===== src/rtl/conv_pkg.sv =====
// Shared types and constants for the 3x3 correlation engine: FSM encoding,
// operand counts, counter/index types and the pixel address helper.
package conv_pkg;

    localparam int N_IN  = 16;
    localparam int N_F   = 9;
    localparam int N_POS = 4;
    localparam int N_TAP = 9;

    typedef enum logic [1:0] {
        ST_IDLE = 2'd0,
        ST_LOAD = 2'd1,
        ST_MAC  = 2'd2,
        ST_DONE = 2'd3
    } state_e;

    typedef logic [1:0] pos_t;   // output position, p = pos[1], q = pos[0]
    typedef logic [3:0] tap_t;   // filter tap 0..8, also the filter operand index
    typedef logic [3:0] xidx_t;  // input operand index 0..15

    localparam tap_t TAP_LAST = tap_t'(N_TAP - 1);
    localparam pos_t POS_LAST = pos_t'(N_POS - 1);

    // Row-major index of x[p+i][q+j] for the current position and tap.
    function automatic xidx_t x_index(input pos_t pos, input tap_t tap);
        tap_t i;
        tap_t j;
        i = tap / 4'd3;
        j = tap % 4'd3;
        return ((({3'b000, pos[1]} + i) << 2) + {3'b000, pos[0]} + j);
    endfunction

endpackage


===== src/rtl/conv_mac.sv =====
// Registered unsigned multiply-accumulate with synchronous clear and enable.
// `sum` exposes acc + product so the caller can capture a finished dot product.
module conv_mac #(
    parameter int DATA_W = 8,
    parameter int ACC_W  = 20
) (
    input  logic              clk,
    input  logic              rst,
    input  logic              clr,
    input  logic              en,
    input  logic [DATA_W-1:0] a,
    input  logic [DATA_W-1:0] b,
    output logic [ACC_W-1:0]  sum
);

    logic [2*DATA_W-1:0] prod;
    logic [ACC_W-1:0]    acc;

    assign prod = a * b;
    assign sum  = acc + ACC_W'(prod);

    // NOTE: sequential state uses <= so every flop samples pre-edge values.
    always_ff @(posedge clk) begin
        if (rst || clr) begin
            acc <= '0;
        end else if (en) begin
            acc <= sum;
        end
    end

endmodule


===== src/rtl/conv3x3_engine.sv =====
// Valid-mode 3x3 correlation over a latched 4x4 matrix, one tap per cycle
// through a single shared MAC; consumer of the operand memory's done/out_* bus.
module conv3x3_engine
    import conv_pkg::*;
#(
    parameter int DATA_W = 8,
    parameter int ACC_W  = 20
) (
    input  logic              clk,
    input  logic              rst,
    input  logic              start,
    input  logic [DATA_W-1:0] in_1,
    input  logic [DATA_W-1:0] in_2,
    input  logic [DATA_W-1:0] in_3,
    input  logic [DATA_W-1:0] in_4,
    input  logic [DATA_W-1:0] in_5,
    input  logic [DATA_W-1:0] in_6,
    input  logic [DATA_W-1:0] in_7,
    input  logic [DATA_W-1:0] in_8,
    input  logic [DATA_W-1:0] in_9,
    input  logic [DATA_W-1:0] in_10,
    input  logic [DATA_W-1:0] in_11,
    input  logic [DATA_W-1:0] in_12,
    input  logic [DATA_W-1:0] in_13,
    input  logic [DATA_W-1:0] in_14,
    input  logic [DATA_W-1:0] in_15,
    input  logic [DATA_W-1:0] in_16,
    input  logic [DATA_W-1:0] f_1,
    input  logic [DATA_W-1:0] f_2,
    input  logic [DATA_W-1:0] f_3,
    input  logic [DATA_W-1:0] f_4,
    input  logic [DATA_W-1:0] f_5,
    input  logic [DATA_W-1:0] f_6,
    input  logic [DATA_W-1:0] f_7,
    input  logic [DATA_W-1:0] f_8,
    input  logic [DATA_W-1:0] f_9,
    output logic [ACC_W-1:0]  out_1,
    output logic [ACC_W-1:0]  out_2,
    output logic [ACC_W-1:0]  out_3,
    output logic [ACC_W-1:0]  out_4,
    output logic              busy,
    output logic              done_conv
);

    logic [DATA_W-1:0] in_arr [N_IN];
    logic [DATA_W-1:0] f_arr  [N_F];
    logic [DATA_W-1:0] x_reg  [N_IN];
    logic [DATA_W-1:0] w_reg  [N_F];

    state_e            state;
    pos_t              pos;
    tap_t              tap;
    logic              tap_last;
    logic              mac_clr;
    logic              mac_en;
    logic [ACC_W-1:0]  mac_sum;

    assign in_arr = '{in_1, in_2, in_3, in_4, in_5, in_6, in_7, in_8,
                      in_9, in_10, in_11, in_12, in_13, in_14, in_15, in_16};
    assign f_arr  = '{f_1, f_2, f_3, f_4, f_5, f_6, f_7, f_8, f_9};

    // NOTE: operand registers carry no reset; LOAD always overwrites them
    // before MAC reads them, so a reset network there would buy nothing.
    always_ff @(posedge clk) begin
        if (state == ST_LOAD) begin
            x_reg <= in_arr;
            w_reg <= f_arr;
        end
    end

    assign tap_last = (tap == TAP_LAST);
    assign mac_en   = (state == ST_MAC);
    // The final tap's sum is captured into out_* while the accumulator clears.
    assign mac_clr  = (state == ST_LOAD) || (mac_en && tap_last);
    assign busy     = (state == ST_LOAD) || (state == ST_MAC);

    conv_mac #(
        .DATA_W (DATA_W),
        .ACC_W  (ACC_W)
    ) u_mac (
        .clk (clk),
        .rst (rst),
        .clr (mac_clr),
        .en  (mac_en),
        .a   (x_reg[x_index(pos, tap)]),
        .b   (w_reg[tap]),
        .sum (mac_sum)
    );

    always_ff @(posedge clk) begin
        if (rst) begin
            state     <= ST_IDLE;
            pos       <= '0;
            tap       <= '0;
            out_1     <= '0;
            out_2     <= '0;
            out_3     <= '0;
            out_4     <= '0;
            done_conv <= 1'b0;
        end else begin
            case (state)
                ST_IDLE: begin
                    if (start) state <= ST_LOAD;
                end
                ST_LOAD: begin
                    pos       <= '0;
                    tap       <= '0;
                    out_1     <= '0;
                    out_2     <= '0;
                    out_3     <= '0;
                    out_4     <= '0;
                    done_conv <= 1'b0;
                    state     <= ST_MAC;
                end
                ST_MAC: begin
                    if (tap_last) begin
                        tap <= '0;
                        pos <= pos + 2'd1;
                        case (pos)
                            2'd0:    out_1 <= mac_sum;
                            2'd1:    out_2 <= mac_sum;
                            2'd2:    out_3 <= mac_sum;
                            default: out_4 <= mac_sum;
                        endcase
                        if (pos == POS_LAST) begin
                            done_conv <= 1'b1;
                            state     <= ST_DONE;
                        end
                    end else begin
                        tap <= tap + 4'd1;
                    end
                end
                ST_DONE: begin
                    // A held start must never retrigger; it has to fall first.
                    if (!start) state <= ST_IDLE;
                end
                default: state <= ST_IDLE;
            endcase
        end
    end

endmodule


===== config.mk =====
export PLATFORM = sky130hd
export DESIGN_NAME = conv3x3_engine
export DESIGN_NICKNAME = d
export VERILOG_FILES = /design/src/rtl/conv_pkg.sv /design/src/rtl/conv_mac.sv /design/src/rtl/conv3x3_engine.sv
export SDC_FILE = /design/constraint.sdc
export NUM_CORES = 1
export LEC_CHECK = 0
export ABC_AREA = 1
export ABC_CLOCK_PERIOD_IN_PS = 7200
export CAP_MARGIN = 10
export CORE_UTILIZATION = 40
export CTS_CLUSTER_DIAMETER = 30
export DETAILED_ROUTE_END_ITERATION = 7
export PLACE_DENSITY = 0.66
export SYNTH_ARGS = -nofsm -noshare
export SYNTH_HDL_FRONTEND = slang
export SYNTH_SLANG_ARGS = --single-unit

===== constraint.sdc =====
create_clock -name clk -period 7.2 [get_ports clk]
set_input_delay 1.44 -clock clk [delete_from_list [all_inputs] [get_ports clk]]
set_output_delay 1.44 -clock clk [all_outputs]
set_load 0.02 [all_outputs]

Yosys cells after proc, flatten, opt, wreduce, memory -nomap -nowiden --
Cells that the tools add are included. Widths: inputs -> output; s select.
Word-level totals: bits in writable memories 0, memories 0, register bits 309, latch bits 0, ROM bits 0, output and inout port bits 82
Cells by class: multiplexer cells 30, $lt $le $gt $ge 2, divide/modulo/power cells 2, $add $sub $neg 6, reductions and logical operators 15, equality and inequality tests 15, multiply operators 1, bitwise gates (word level) 2, shifts and indexed selects 0
Operator list (count):
- $mux 20 | 8
- $pmux 20 s2 | 4
- $bmux 8 s4 | 2
- $mux 8 | 4
- $add 20x16->20 | 1
- $mul 8x8->16 | 1
- $reduce_and 3->1 | 5
- $ge 5x5->1 const B | 2
- $mux 2 | 5
- $not 4->5 | 2
- $eq 2x2->1 const B | 4
- $ne 2x1->1 const B | 4
- $ne 2x2->1 const B | 4
- $pmux 2 s4 | 1
- $pmux 4 s2 | 1
- $add 4x1->4 | 1
- $add 4x1->4 const B | 1
- $add 4x4->4 | 1
- $div 4x2->4 const B | 1
- $eq 2x1->1 const B | 2
- $eq 4x4->1 const B | 1
- $logic_not 2->1 | 2
- $mod 4x2->4 const B | 1
- $mux 4 | 1
- 11 further kinds | 14

Depth between registers and ports, before layout --
depth after elaboration 13, depth in mapped cells 44, depth with buffers taken out 44

Hierarchy --
Synthesis repeated with hierarchy kept, for this count alone.
Second synthesis, totals: cells, all modules 1577, area, all modules 15160.8 µm²
Modules (own cells, without submodules):
- conv3x3_engine | cells an instance 999, instances 1, area each 11370.9 µm²
- conv_mac | cells an instance 578, instances 1, area each 3789.9 µm²

Least setup slack after synthesis --
OpenSTA, ideal clock, no wires.
kind register to register, from reg tap[0], to reg out_1[15], slack -325 ps, stages on the path, launching flop included 39, arrival time 7387 ps, data required time 7062 ps, cells stage by stage dfxtp_1 > buf_2 > clkinv_1 > buf_2 > buf_2 > ha_1 > nand3_2 > nand3_1 > nand2_1 > inv_1 > ha_1 > inv_1 > nand2_4 > nor2_4 > inv_1 > ha_1 > ha_1 > xnor2_1 > [... 3 more ...] > o21ai_0 > nand3_4 > nand3_1 > fa_1 > inv_1 > fa_1 > inv_1 > fa_1 > fa_1 > inv_1 > ha_1 > nand2_1 > o21ai_0 > nand3_1 > nand2_1 > a21oi_1 > o21ai_0 > a21oi_1
On the way: cells in the longest elaborated chain, start to end 13, elaborated cells between the ends (all ways) 21
RTL lines:
- start: declaration | RTL line conv3x3_engine.sv:52 | tap_t tap;
- start signal: assignment | RTL line conv3x3_engine.sv:130 | tap <= tap + 4'd1;
- $div 4x2->4 | RTL line conv_pkg.sv:28 | i = tap / 4'd3;
- $add 1x2->2 | RTL line conv_pkg.sv:30 | return ((({3'b000, pos[1]} + i) << 2) + {3'b000, pos[0]} + j);
- $add 4x1->4 | RTL line conv_pkg.sv:30
- $add 4x4->4 | RTL line conv_pkg.sv:30
- $not 4->5 (not written as such) | RTL line conv3x3_engine.sv:85 | .a (x_reg[x_index(pos, tap)]),
- $bmux 8 s4 | RTL line conv3x3_engine.sv:85
- $mux 8 (not written as such) (2 in a row) | RTL line conv3x3_engine.sv:85
- $mul 8x8->16 | RTL line conv_mac.sv:19 | assign prod = a * b;
- $add 20x16->20 | RTL line conv_mac.sv:20 | assign sum = acc + ACC_W'(prod);
- $mux 20 | RTL line conv3x3_engine.sv:119 | case (pos)
- $mux 20 | RTL line conv3x3_engine.sv:116 | if (tap_last) begin
- $pmux 20 s2 | RTL line conv3x3_engine.sv:101 | case (state)
- end signal: assignment | RTL line conv3x3_engine.sv:120 | 2'd0: out_1 <= mac_sum;
- end: declaration | RTL line conv3x3_engine.sv:37 | output logic [ACC_W-1:0] out_1,
Several ways; a longest one is shown, not always the timed one. The select of a mux whose other input is x is not followed. A chain may end at the register's enable or synchronous reset.

Final worst setup path --
from reg tap[3], to reg u_mac.acc[19]
On the way: cells in the longest elaborated chain, start to end 10, elaborated cells between the ends (all ways) 19
RTL lines:
- $div 4x2->4 | RTL line conv_pkg.sv:28
- $add 1x2->2 | RTL line conv_pkg.sv:30
- $add 4x1->4 | RTL line conv_pkg.sv:30
- $add 4x4->4 | RTL line conv_pkg.sv:30
- $not 4->5 (not written as such) | RTL line conv3x3_engine.sv:85
- $bmux 8 s4 | RTL line conv3x3_engine.sv:85
- $mux 8 (not written as such) (2 in a row) | RTL line conv3x3_engine.sv:85
- $mul 8x8->16 | RTL line conv_mac.sv:19
- $add 20x16->20 | RTL line conv_mac.sv:20
- end signal: assignment | RTL line conv_mac.sv:27 | acc <= sum;
- end: declaration | RTL line conv_mac.sv:17 | logic [ACC_W-1:0] acc;
Several ways; a longest one is shown, not always the timed one. The select of a mux whose other input is x is not followed.

==> results by group <==
Routing
  – DRT Wirelength: 41040 um
  – Vias: between 10000 and 15000
  – DRT iter0 DRCs: approximately 720
  – WL per Instance: between 15 and 20 um
  – Via density: 5.034
  – # DRC: 0
  – DR pass1 iterations: 5
  – Post-route ant nets: 0

Clocking
  – Worst-Skew Late Latency: around 0.60 ns
  – Clock Pin Slew Worst Setup and Hold Paths: 0.05 ns
  – Clk sinks: 309
  – TritonCTS clock tree: yes
  – H-tree level count: 2
  – Largest buffer count on any clock path: 3
  – Clock root cell: clkbuf_16
  – Post-CTS Hold Fix Bufs: 0
  – CTS Buf Count: 61

Critical path
  – Worst R2R Path Depth: 39
  – Largest delay share family, worst path: adder cells
  – Critical path required time: just under 8 ns
  – Slowest-stage cell, CP: fa_1
  – Reg-to-reg slack, setup: roughly 0.32 ns
  – CP arrival: 7.38 ns
  – Reg2reg end: u_mac.acc[19]
  – Max FO, Critical Path: 6
  – Worst path max stage delay: 0.55 ns
  – CP Capture Type: flop
  – Worst Path Buf+Inv: 11
  – R2R Path Start: tap[3]
  – Setup crit start kind: flop
  – Critical path type: reg2reg
  – Critical Path Source: tap[3]
  – Most common cell on crit path: inv_1

Synth
  – EDFF count, synth: 200
  – Ys async rst share: 0%
  – Synth cell count leaders: 200 x edfxtp_1, 175 x o21ai_0, 161 x inv_1
  – Synth top area cells: edfxtp_1 40%, dfxtp_1 14%, fa_1 6.6%, o21ai_0 5.8%, ha_1 5.0%
  – Top_reg_cell synth: edfxtp_1
  – Mapped Nets: 1763
  – Share of the yosys chip area belonging to registers: between 50% and 60%
  – Cell variety after synth: 43
  – Cells after Synth: 1450
  – Synth Register Bits: 309
  – Area leader, netlist: edfxtp_1
  – Syn Area/Cell: 10.42 um2
  – Most common cell in the netlist: edfxtp_1
  – Synth Cell Area: 15110 um2
  – Yosys warns: 0
  – Synth top area share: 39.75%

Floorplanning
  – Die W: 196.4 um
  – Die area: 38560 um2
  – Die H: 196.4 um
  – Initial Util: 40.98%
  – Row count: 70
  – IO Pins: roughly 290
  – CORE AREA: 36870 um2

Final layout
  – Diodes inserted: 0
  – Final Util: 58.68%
  – # fillers: 3027
  – Share of layout cells above drive strength 1: 18.84%
  – Area Growth Syn to Fin: 43.20%
  – Multi-input logic area: roughly 6500 um2
  – Nets: 2137
  – Largest register FFs: 128
  – Register area: 8190 um2

Placed design
  – Hpwl dp: 29140 um
  – I/O Buffers: 284
  – GPL Wtd Cong: 0.8514

Timing
  – Hold_ws: between 0.4 and 0.5 ns
  – Max-slew violation count: 0
  – Final critical-path required period: 6.877 ns
  – Setup Skew: 0.02181 ns
  – Setup-failing EPs final: 0
  – Slew margin rel.: 20.11%
  – Crit share post-route: 95.51%
  – Fin. Hold Viols: 0
  – Worst Tran Pin Value: ~1.2 ns
  – Fmax: approximately 0.15 GHz
  – Final TNS setup: 0 ns

GRT
  – Vias in the first global route: 11970
  – GR Overflow Total: 0
  – Largest net degree at the start of global routing: 85
  – Initial antenna violation count: 0
  – GRT Total Usage: 21.20%
  – Global-route wire length before repair: 63600 um

Min path
  – Worst hold path type: reg2reg
  – Hold Crit Start: u_mac.acc[7]
  – Hold EP: u_mac.acc[7]
  – Hold path depth: 2

Flow run
  – Max cap viols: 0

Status
  – Status: finished clean
## worst max path at each step
stage / end / depth (start not counted)
2_1_floorplan: u_mac.acc[11] / 37
4_1_cts: u_mac.acc[17] / 40
5_1_grt: u_mac.acc[13] / 41
3_5_place_dp: u_mac.acc[16] / 40
6_report: u_mac.acc[19] / 39
3_3_place_gp: out_1[10] / 37
## stage by stage
| step | cell area [um2] | worst slack (ns) | cells |
|---|---|---|---|
| global route | 21640 | -0.05949 | 2378 |
| global placement | 18970 | -0.1304 | 2254 |
| floorplan | 15130 | 0.01657 | 1450 |
| CTS | 21150 | 0.001516 | 2369 |
| finish | 21640 | 0.3229 | 2378 |
| detailed placement | 18970 | -0.2678 | 2254 |
## worst register-to-register path, delay by kind of cell (launching register included)
kind,cells,cell delay (ns)
xor+xnor,1,0.27
simple gates,10,0.97
flops,1,0.34
buf+inv,11,0.90
fa+ha+maj,10,3.34
compound gates,7,0.97
## cell type report
type,instances,share of cell area (%)
sequential,309,37.85
multi-input combinational,908,30.05
timing repair buffer,375,16.68
clock buffer,67,7.344
inverter,169,3.007
tap,504,2.914
clock inverter,46,2.157
## what timing repair did
item | 4_1_cts | 5_1_grt
buffers inserted | 2 | 7
setup endpoints to repair | 60 | 70
gates cloned | 0 | 2
gates resized for setup | 26 | 89
pin swaps | 7 | 34
## cell usage in the layout, fill, tap and decap left out, drive strengths merged, types with 8 or more instances in the layout
cell type	n
clkinv	26
o21ai	187
o221ai	14
ha	60
clkdlybuf4s50	284
fa	50
dfxtp	109
nand2	157
inv	176
edfxtp	200
buf	90
clkinvlp	8
nand3	104
nor2	139
a21oi	146
clkbuf	68
## routing by layer
metal	part of all wire, %	wire [um]	vias up	global-route usage (%)
met1	43	17580	5647	28.36
met5	0	0	-	0
li1	-	-	5772	-
met3	7.3	2995	72	4.654
met4	2.6	1057	0	7.205
met2	47	19400	481	34.04
## logic make-up after synthesis
| group | share of synthesized area (%) |
|---|---|
| compound gates | 13.56 |
| flops | 54.19 |
| mux | 0.07452 |
| fa+ha+maj | 11.59 |
| xor+xnor | 0.4058 |
| buf+inv | 6.078 |
| simple gates | 14.10 |
Power is left out: the tool's default activity adds up to more than one toggle a clock period on the data nets, which glitch-free logic cannot reach.
